<file path="config.mk">
export PLATFORM = sky130hd
export DESIGN_NAME = if_fetch_stage
export DESIGN_NICKNAME = d
export VERILOG_FILES = /design/src/rtl/rv32_pkg.sv /design/src/rtl/if_fetch_fifo.sv /design/src/rtl/if_fetch_stage.sv
export SDC_FILE = /design/constraint.sdc
export NUM_CORES = 1
export LEC_CHECK = 0
export CAP_MARGIN = 20
export CORE_ASPECT_RATIO = 1.1
export CORE_MARGIN = 2
export CORE_UTILIZATION = 56
export CTS_CLUSTER_SIZE = 24
export DETAILED_ROUTE_END_ITERATION = 12
export GPL_ROUTABILITY_DRIVEN = 0
export MAX_ROUTING_LAYER = met4
export PLACE_DENSITY = 0.93
export SETUP_SLACK_MARGIN = 0.02
export SYNTH_ARGS = -nofsm -noshare
export SYNTH_HDL_FRONTEND = slang
export SYNTH_SLANG_ARGS = --single-unit
</file>
<file path="constraint.sdc">
create_clock -name clk -period 10.5 [get_ports clk]
set_input_delay 1.05 -clock clk [delete_from_list [all_inputs] [get_ports clk]]
set_output_delay 1.05 -clock clk [all_outputs]
set_load 0.01 [all_outputs]
</file>
<file path="src/rtl/rv32_pkg.sv">
// Shared RV32 types and constants for the fetch front end.
package rv32_pkg;

  localparam int          XLEN      = 32;
  localparam logic [31:0] INSTR_NOP = 32'h0000_0013;

  typedef struct packed {
    logic [31:0] pc;
    logic [31:0] instr;
  } fetch_entry_t;

  typedef struct packed {
    logic        epoch;
    logic [31:0] pc;
  } fetch_tag_t;

endpackage

</file>
<file path="src/rtl/if_fetch_fifo.sv">
// Small synchronous FIFO with a combinational head; push and pop are legal together
// at any occupancy, and flush empties it, dropping any same-cycle push.
module if_fetch_fifo
  import rv32_pkg::*;
#(
  parameter int  DEPTH = 2,
  parameter type T     = fetch_entry_t,
  localparam int CW    = $clog2(DEPTH + 1),
  localparam int PW    = (DEPTH > 1) ? $clog2(DEPTH) : 1
) (
  input  logic          clk,
  input  logic          reset,
  input  logic          push,
  input  T              wdata,
  input  logic          pop,
  input  logic          flush,
  output T              rdata,
  output logic          empty,
  output logic [CW-1:0] count
);

  logic [PW-1:0] wr_ptr_reg, wr_ptr_next;
  logic [PW-1:0] rd_ptr_reg, rd_ptr_next;
  logic [CW-1:0] count_reg, count_next;
  logic          do_push, do_pop;
  T              mem_reg [DEPTH];

  function automatic logic [PW-1:0] ptr_inc(input logic [PW-1:0] p);
    return (p == PW'(DEPTH - 1)) ? '0 : p + 1'b1;
  endfunction

  assign empty   = (count_reg == '0);
  assign do_pop  = pop && !empty;
  // A full FIFO still accepts a push when the head leaves in the same cycle.
  assign do_push = push && !flush && ((count_reg != CW'(DEPTH)) || do_pop);

  always_comb begin
    wr_ptr_next = wr_ptr_reg;
    rd_ptr_next = rd_ptr_reg;
    count_next  = count_reg;
    if (flush) begin
      wr_ptr_next = '0;
      rd_ptr_next = '0;
      count_next  = '0;
    end else begin
      if (do_push) wr_ptr_next = ptr_inc(wr_ptr_reg);
      if (do_pop)  rd_ptr_next = ptr_inc(rd_ptr_reg);
      case ({do_push, do_pop})
        2'b10:   count_next = count_reg + 1'b1;
        2'b01:   count_next = count_reg - 1'b1;
        default: count_next = count_reg;
      endcase
    end
  end

  always_ff @(posedge clk or negedge reset) begin
    if (!reset) begin
      wr_ptr_reg <= '0;
      rd_ptr_reg <= '0;
      count_reg  <= '0;
    end else begin
      wr_ptr_reg <= wr_ptr_next;
      rd_ptr_reg <= rd_ptr_next;
      count_reg  <= count_next;
    end
  end

  always_ff @(posedge clk) begin
    if (do_push) mem_reg[wr_ptr_reg] <= wdata;
  end

  assign rdata = mem_reg[rd_ptr_reg];
  assign count = count_reg;

endmodule

</file>
<file path="src/rtl/if_fetch_stage.sv">
// RV32I instruction-fetch stage: credit-limited imem requests, epoch-tagged in-order
// responses, instruction buffer towards ID. Optional FETCH_PERF_CNT_EN adds perf counters.
module if_fetch_stage
  import rv32_pkg::*;
#(
  parameter logic [31:0] RESET_PC        = 32'h0000_0000,
  parameter int          FIFO_DEPTH      = 2,
  parameter int          MAX_OUTSTANDING = 2
) (
  input  logic        clk,
  input  logic        reset,
  output logic        imem_req,
  output logic [31:0] imem_addr,
  input  logic        imem_gnt,
  input  logic        imem_rvalid,
  input  logic [31:0] imem_rdata,
  input  logic        redirect_valid,
  input  logic [31:0] redirect_pc,
  output logic        id_valid,
  input  logic        id_ready,
  output logic [31:0] id_pc,
  output logic [31:0] id_instr
`ifdef FETCH_PERF_CNT_EN
  ,
  output logic [31:0] perf_bubble_cnt,
  output logic [31:0] perf_flush_cnt
`endif
);

  localparam int OW = $clog2(MAX_OUTSTANDING + 1);
  localparam int FW = $clog2(FIFO_DEPTH + 1);

  logic [XLEN-1:0] fetch_pc_reg, fetch_pc_next;
  logic            epoch_reg, epoch_next;
  logic [OW-1:0]   outstanding;
  logic [FW-1:0]   fifo_count;
  logic            tag_empty, fifo_empty;
  logic            credit_ok, accept, rsp_pop, rsp_keep;
  fetch_tag_t      tag_wdata, tag_head;
  fetch_entry_t    fifo_wdata, fifo_head;

  // Every request in flight already owns a buffer slot, so the buffer cannot overflow.
  assign credit_ok = (int'(outstanding) < MAX_OUTSTANDING) &&
                     ((int'(outstanding) + int'(fifo_count)) < FIFO_DEPTH);
  assign imem_req  = reset && !redirect_valid && credit_ok;
  assign imem_addr = fetch_pc_reg;
  assign accept    = imem_req && imem_gnt;

  always_comb begin
    fetch_pc_next = fetch_pc_reg;
    epoch_next    = epoch_reg;
    if (redirect_valid) begin
      fetch_pc_next = {redirect_pc[31:2], 2'b00};
      epoch_next    = !epoch_reg;
    end else if (accept) begin
      fetch_pc_next = fetch_pc_reg + 32'd4;
    end
  end

  always_ff @(posedge clk or negedge reset) begin
    if (!reset) begin
      fetch_pc_reg <= RESET_PC;
      epoch_reg    <= 1'b0;
    end else begin
      fetch_pc_reg <= fetch_pc_next;
      epoch_reg    <= epoch_next;
    end
  end

  // Tag queue: its occupancy is the outstanding-request count; never flushed so that
  // stale responses keep their credit until they come back.
  assign tag_wdata = '{epoch: epoch_reg, pc: fetch_pc_reg};
  assign rsp_pop   = imem_rvalid && !tag_empty;

  if_fetch_fifo #(
    .DEPTH (MAX_OUTSTANDING),
    .T     (fetch_tag_t)
  ) u_tag_q (
    .clk   (clk),
    .reset (reset),
    .push  (accept),
    .wdata (tag_wdata),
    .pop   (rsp_pop),
    .flush (1'b0),
    .rdata (tag_head),
    .empty (tag_empty),
    .count (outstanding)
  );

  // A response from before the last redirect carries the old epoch and is dropped.
  assign rsp_keep   = rsp_pop && (tag_head.epoch == epoch_reg);
  assign fifo_wdata = '{pc: tag_head.pc, instr: imem_rdata};

  if_fetch_fifo #(
    .DEPTH (FIFO_DEPTH),
    .T     (fetch_entry_t)
  ) u_instr_q (
    .clk   (clk),
    .reset (reset),
    .push  (rsp_keep),
    .wdata (fifo_wdata),
    .pop   (id_valid && id_ready),
    .flush (redirect_valid),
    .rdata (fifo_head),
    .empty (fifo_empty),
    .count (fifo_count)
  );

  assign id_valid = !fifo_empty;
  assign id_pc    = id_valid ? fifo_head.pc    : '0;
  assign id_instr = id_valid ? fifo_head.instr : '0;

  a_rvalid_has_request : assert property (
    @(posedge clk) disable iff (!reset) imem_rvalid |-> !tag_empty
  ) else $error("imem_rvalid with no outstanding request");

`ifdef FETCH_PERF_CNT_EN
  logic [31:0] bubble_cnt_reg, flush_cnt_reg;

  always_ff @(posedge clk or negedge reset) begin
    if (!reset) begin
      bubble_cnt_reg <= '0;
      flush_cnt_reg  <= '0;
    end else begin
      if (id_ready && !id_valid && (bubble_cnt_reg != 32'hFFFF_FFFF))
        bubble_cnt_reg <= bubble_cnt_reg + 32'd1;
      if (redirect_valid && (flush_cnt_reg != 32'hFFFF_FFFF))
        flush_cnt_reg <= flush_cnt_reg + 32'd1;
    end
  end

  assign perf_bubble_cnt = bubble_cnt_reg;
  assign perf_flush_cnt  = flush_cnt_reg;
`endif

endmodule

</file>
==> metrics.txt <==
EDFF count, synth ~190; Longest Clk Path Bufs 3; fmax 0.243 GHz; CP arrival 4.28 ns; min-delay src u_tag_q.wr_ptr_reg; row count between 40 and 50; Final ANT Viol Nets 0; Synth warnings 0; share of cells above drive strength 1 0.0979; post-synth cell types 50; Top FF cell, synth edfxtp_1; final wirelength 19.8 mm; H-tree Lvls 1; Worst Slack Setup Final about 6.4 ns; Die Ht between 100 and 150 um; Initial DRC Count a little under 600; worst path buffer plus inverter count 4; fill cell count 1013; IO Pins approximately 170; RR Startpoint u_instr_q.count[0]; Flop pwr share 0.489; Crit. End Element flop; clk_lat worst skew 0.49 ns; final hold violation count 0; vias in the first global route just under 6000; Min Clock Period, post-route approximately 4.1 ns; clock skew between 0.007 and 0.008 ns; ant diodes 0; Crit-path slowest cell nor2_2; RSZ-0062 raised after global routing false; die width 126 um; Post-Synth Simple-Gate Area 0.103; CTS buffer count 22; setup bufs post-CTS 0; starting density of the core 0.568; Largest register FFs 124; multiplexer share of the synthesized area 0.106; DP HPWL approximately 12 mm; DR vias between 5000 and 6000; CP Cell Sequence clkdlybuf4s50_1, buf_4, nor4b_4, and2_1, inv_2, nor2_2, buf_4; VDD IR max between 0.1 and 0.15 mV; cell area after synthesis roughly 9000 um2; largest net degree at the start of global routing between 60 and 70; first-pass GRT wire length just over 30 mm; Synth top area share 0.605; top cells by area, synth edfxtp_1, dfrtp_1, mux2i_1; Port Buf Inserts between 150 and 200; post_cts resized 0; P&R area growth vs syn 27.1%; clock share of power 0.316; Synth Area per Inst roughly 15 um2; Commonest cells post-synth edfxtp_1, nor2_1, mux2i_1, dfrtp_1, nand2_1; leak pwr 3.95 nW; clk slew on worst S/H paths around 0.070 ns; Crit Path Class input pin to flop; family with the most delay on the worst path simple AND/OR/NAND/NOR gates; CTS tree yes; # nets final between 800 and 900; Internal 1.77 mW; FF/Latch Area between 6000 and 7000 um2; HP Class flop to flop; asr flop ratio synth 0.173; overall power around 2.4 mW; Pwr Density between 200 and 250 nW/um2; outcome finished clean; Place WS 5.89 ns; setup TNS 0 ns; XOR/XNOR Fraction of Synth Area 0.0114; largest family of logic cells by synthesized area multiplexers; Switching Share 0.261; combinational share of power 0.195; most common cell in the netlist edfxtp_1; Critical Path Source redirect_valid; router iterations before antenna repair 5; area used by multi-input combinational logic roughly 2500 um2; relative slew slack 0.228; Data required, critical path 10.66 ns; compound-cell area share of the yosys netlist 0.0421; Total GRT Usage 0.229; initial antenna violation count 0; vias per cell about 5.8; clock sink count between 200 and 250; Synth area leader edfxtp_1; # setup viols final 0; most frequent CP cell buf_4; Hold-fix buffers, CTS 0; CORE AREA 16200 um2; die area roughly 18000 um2; fin crit share 0.392; P_sw approximately 0.63 mW; average wire per standard cell about 20 um; cells after synthesis approximately 630; total of max-cap violations 0; post-synthesis adder-cell area fraction 0.00488; root buf cell clkbuf_16; Worst setup SP type input pin; Critical Path Max Stage Delay about 0.65 ns; Final Max Tran Viols 0; DRC viols 0; flops & latches, synth ~230; crit-path max FO 46; sequential-to-total area share from yosys stat 0.711; worst-margin pin slew between 1 and 1.5 ns; total grt overflow 0
## path summary, 6_finish.rpt
kind	end	cells after the start	slack, ns
max	u_tag_q.mem_reg[0][14]	7	6.39
min	u_tag_q.wr_ptr_reg	1	0.52
max reg2reg	u_tag_q.mem_reg[0][14]	7	6.55
min reg2reg	u_tag_q.wr_ptr_reg	1	0.52
max in group asynchronous	u_instr_q.rd_ptr_reg	2	9.44
min in group asynchronous	imem_addr[27]	2	0.62
## power groups by stage
stage / registers, mW / clock network [mW] / logic, mW
after global routing: 1.18 / 0.805 / 0.503
after floorplan: 1.16 / 0 / 0.278
final: 1.17 / 0.759 / 0.469
after detailed placement: 1.19 / 0 / 0.464
after CTS: 1.17 / 0.769 / 0.472
after global placement: 1.18 / 0 / 0.450
## per-layer routing
layer  wire, um  vias to the layer above  global-route usage
met1       7640                     2889               0.291
met5          0                        -                   -
met4        429                        0              0.0688
li1           -                     2677                   -
met3       1540                       35              0.0336
met2      10200                      294               0.383
## metrics by stage
stage                      util  hold WS [ns]  instances  instance area [um2]
after global placement    0.679         0.493        971                11000
after CTS                 0.722         0.515       1011                11700
after floorplan               -         0.460        632                 9240
final                     0.722         0.523       1011                11700
after global routing      0.722         0.529       1011                11700
after detailed placement  0.679         0.506        971                11000
## cell usage in the layout (no fill, tap or decap), types with 8 or more instances in the layout
master,Yosys,final
nor2_1,83,79
a21oi_1,8,8
o21ai_0,16,16
inv_1,9,9
xnor2_1,8,8
edfxtp_1,186,186
dfrtp_1,39,38
buf_4,5,8
clkbuf_16,0,23
mux2i_1,64,64
mux2_2,30,30
clkdlybuf4s50_1,0,160
nand3_1,29,29
o211ai_1,8,8
nand2_1,34,34
## kinds of logic after synthesis
kind of cell / Yosys count
xor+xnor: 12
compound gates: 56
buf+inv: 44
simple gates: 194
other cells: 1
flops: 225
mux: 94
fa+ha+maj: 3
## area by class of cell
cell class                 instances  share of cell area
clock buffer                      27              0.0503
clock inverter                    13             0.00939
inverter                          10             0.00320
multi-input combinational        363               0.214
sequential                       225               0.560
tap                              204              0.0218
timing repair buffer             169               0.142
## worst register-to-register path, delay by kind of cell, from the launching register on
kind | cells | cell delay (ns)
fa+ha+maj | 1 | 0.49
buf+inv | 2 | 0.90
flops | 1 | 0.45
simple gates | 4 | 1.78
Power figures use the tool's default switching activity.
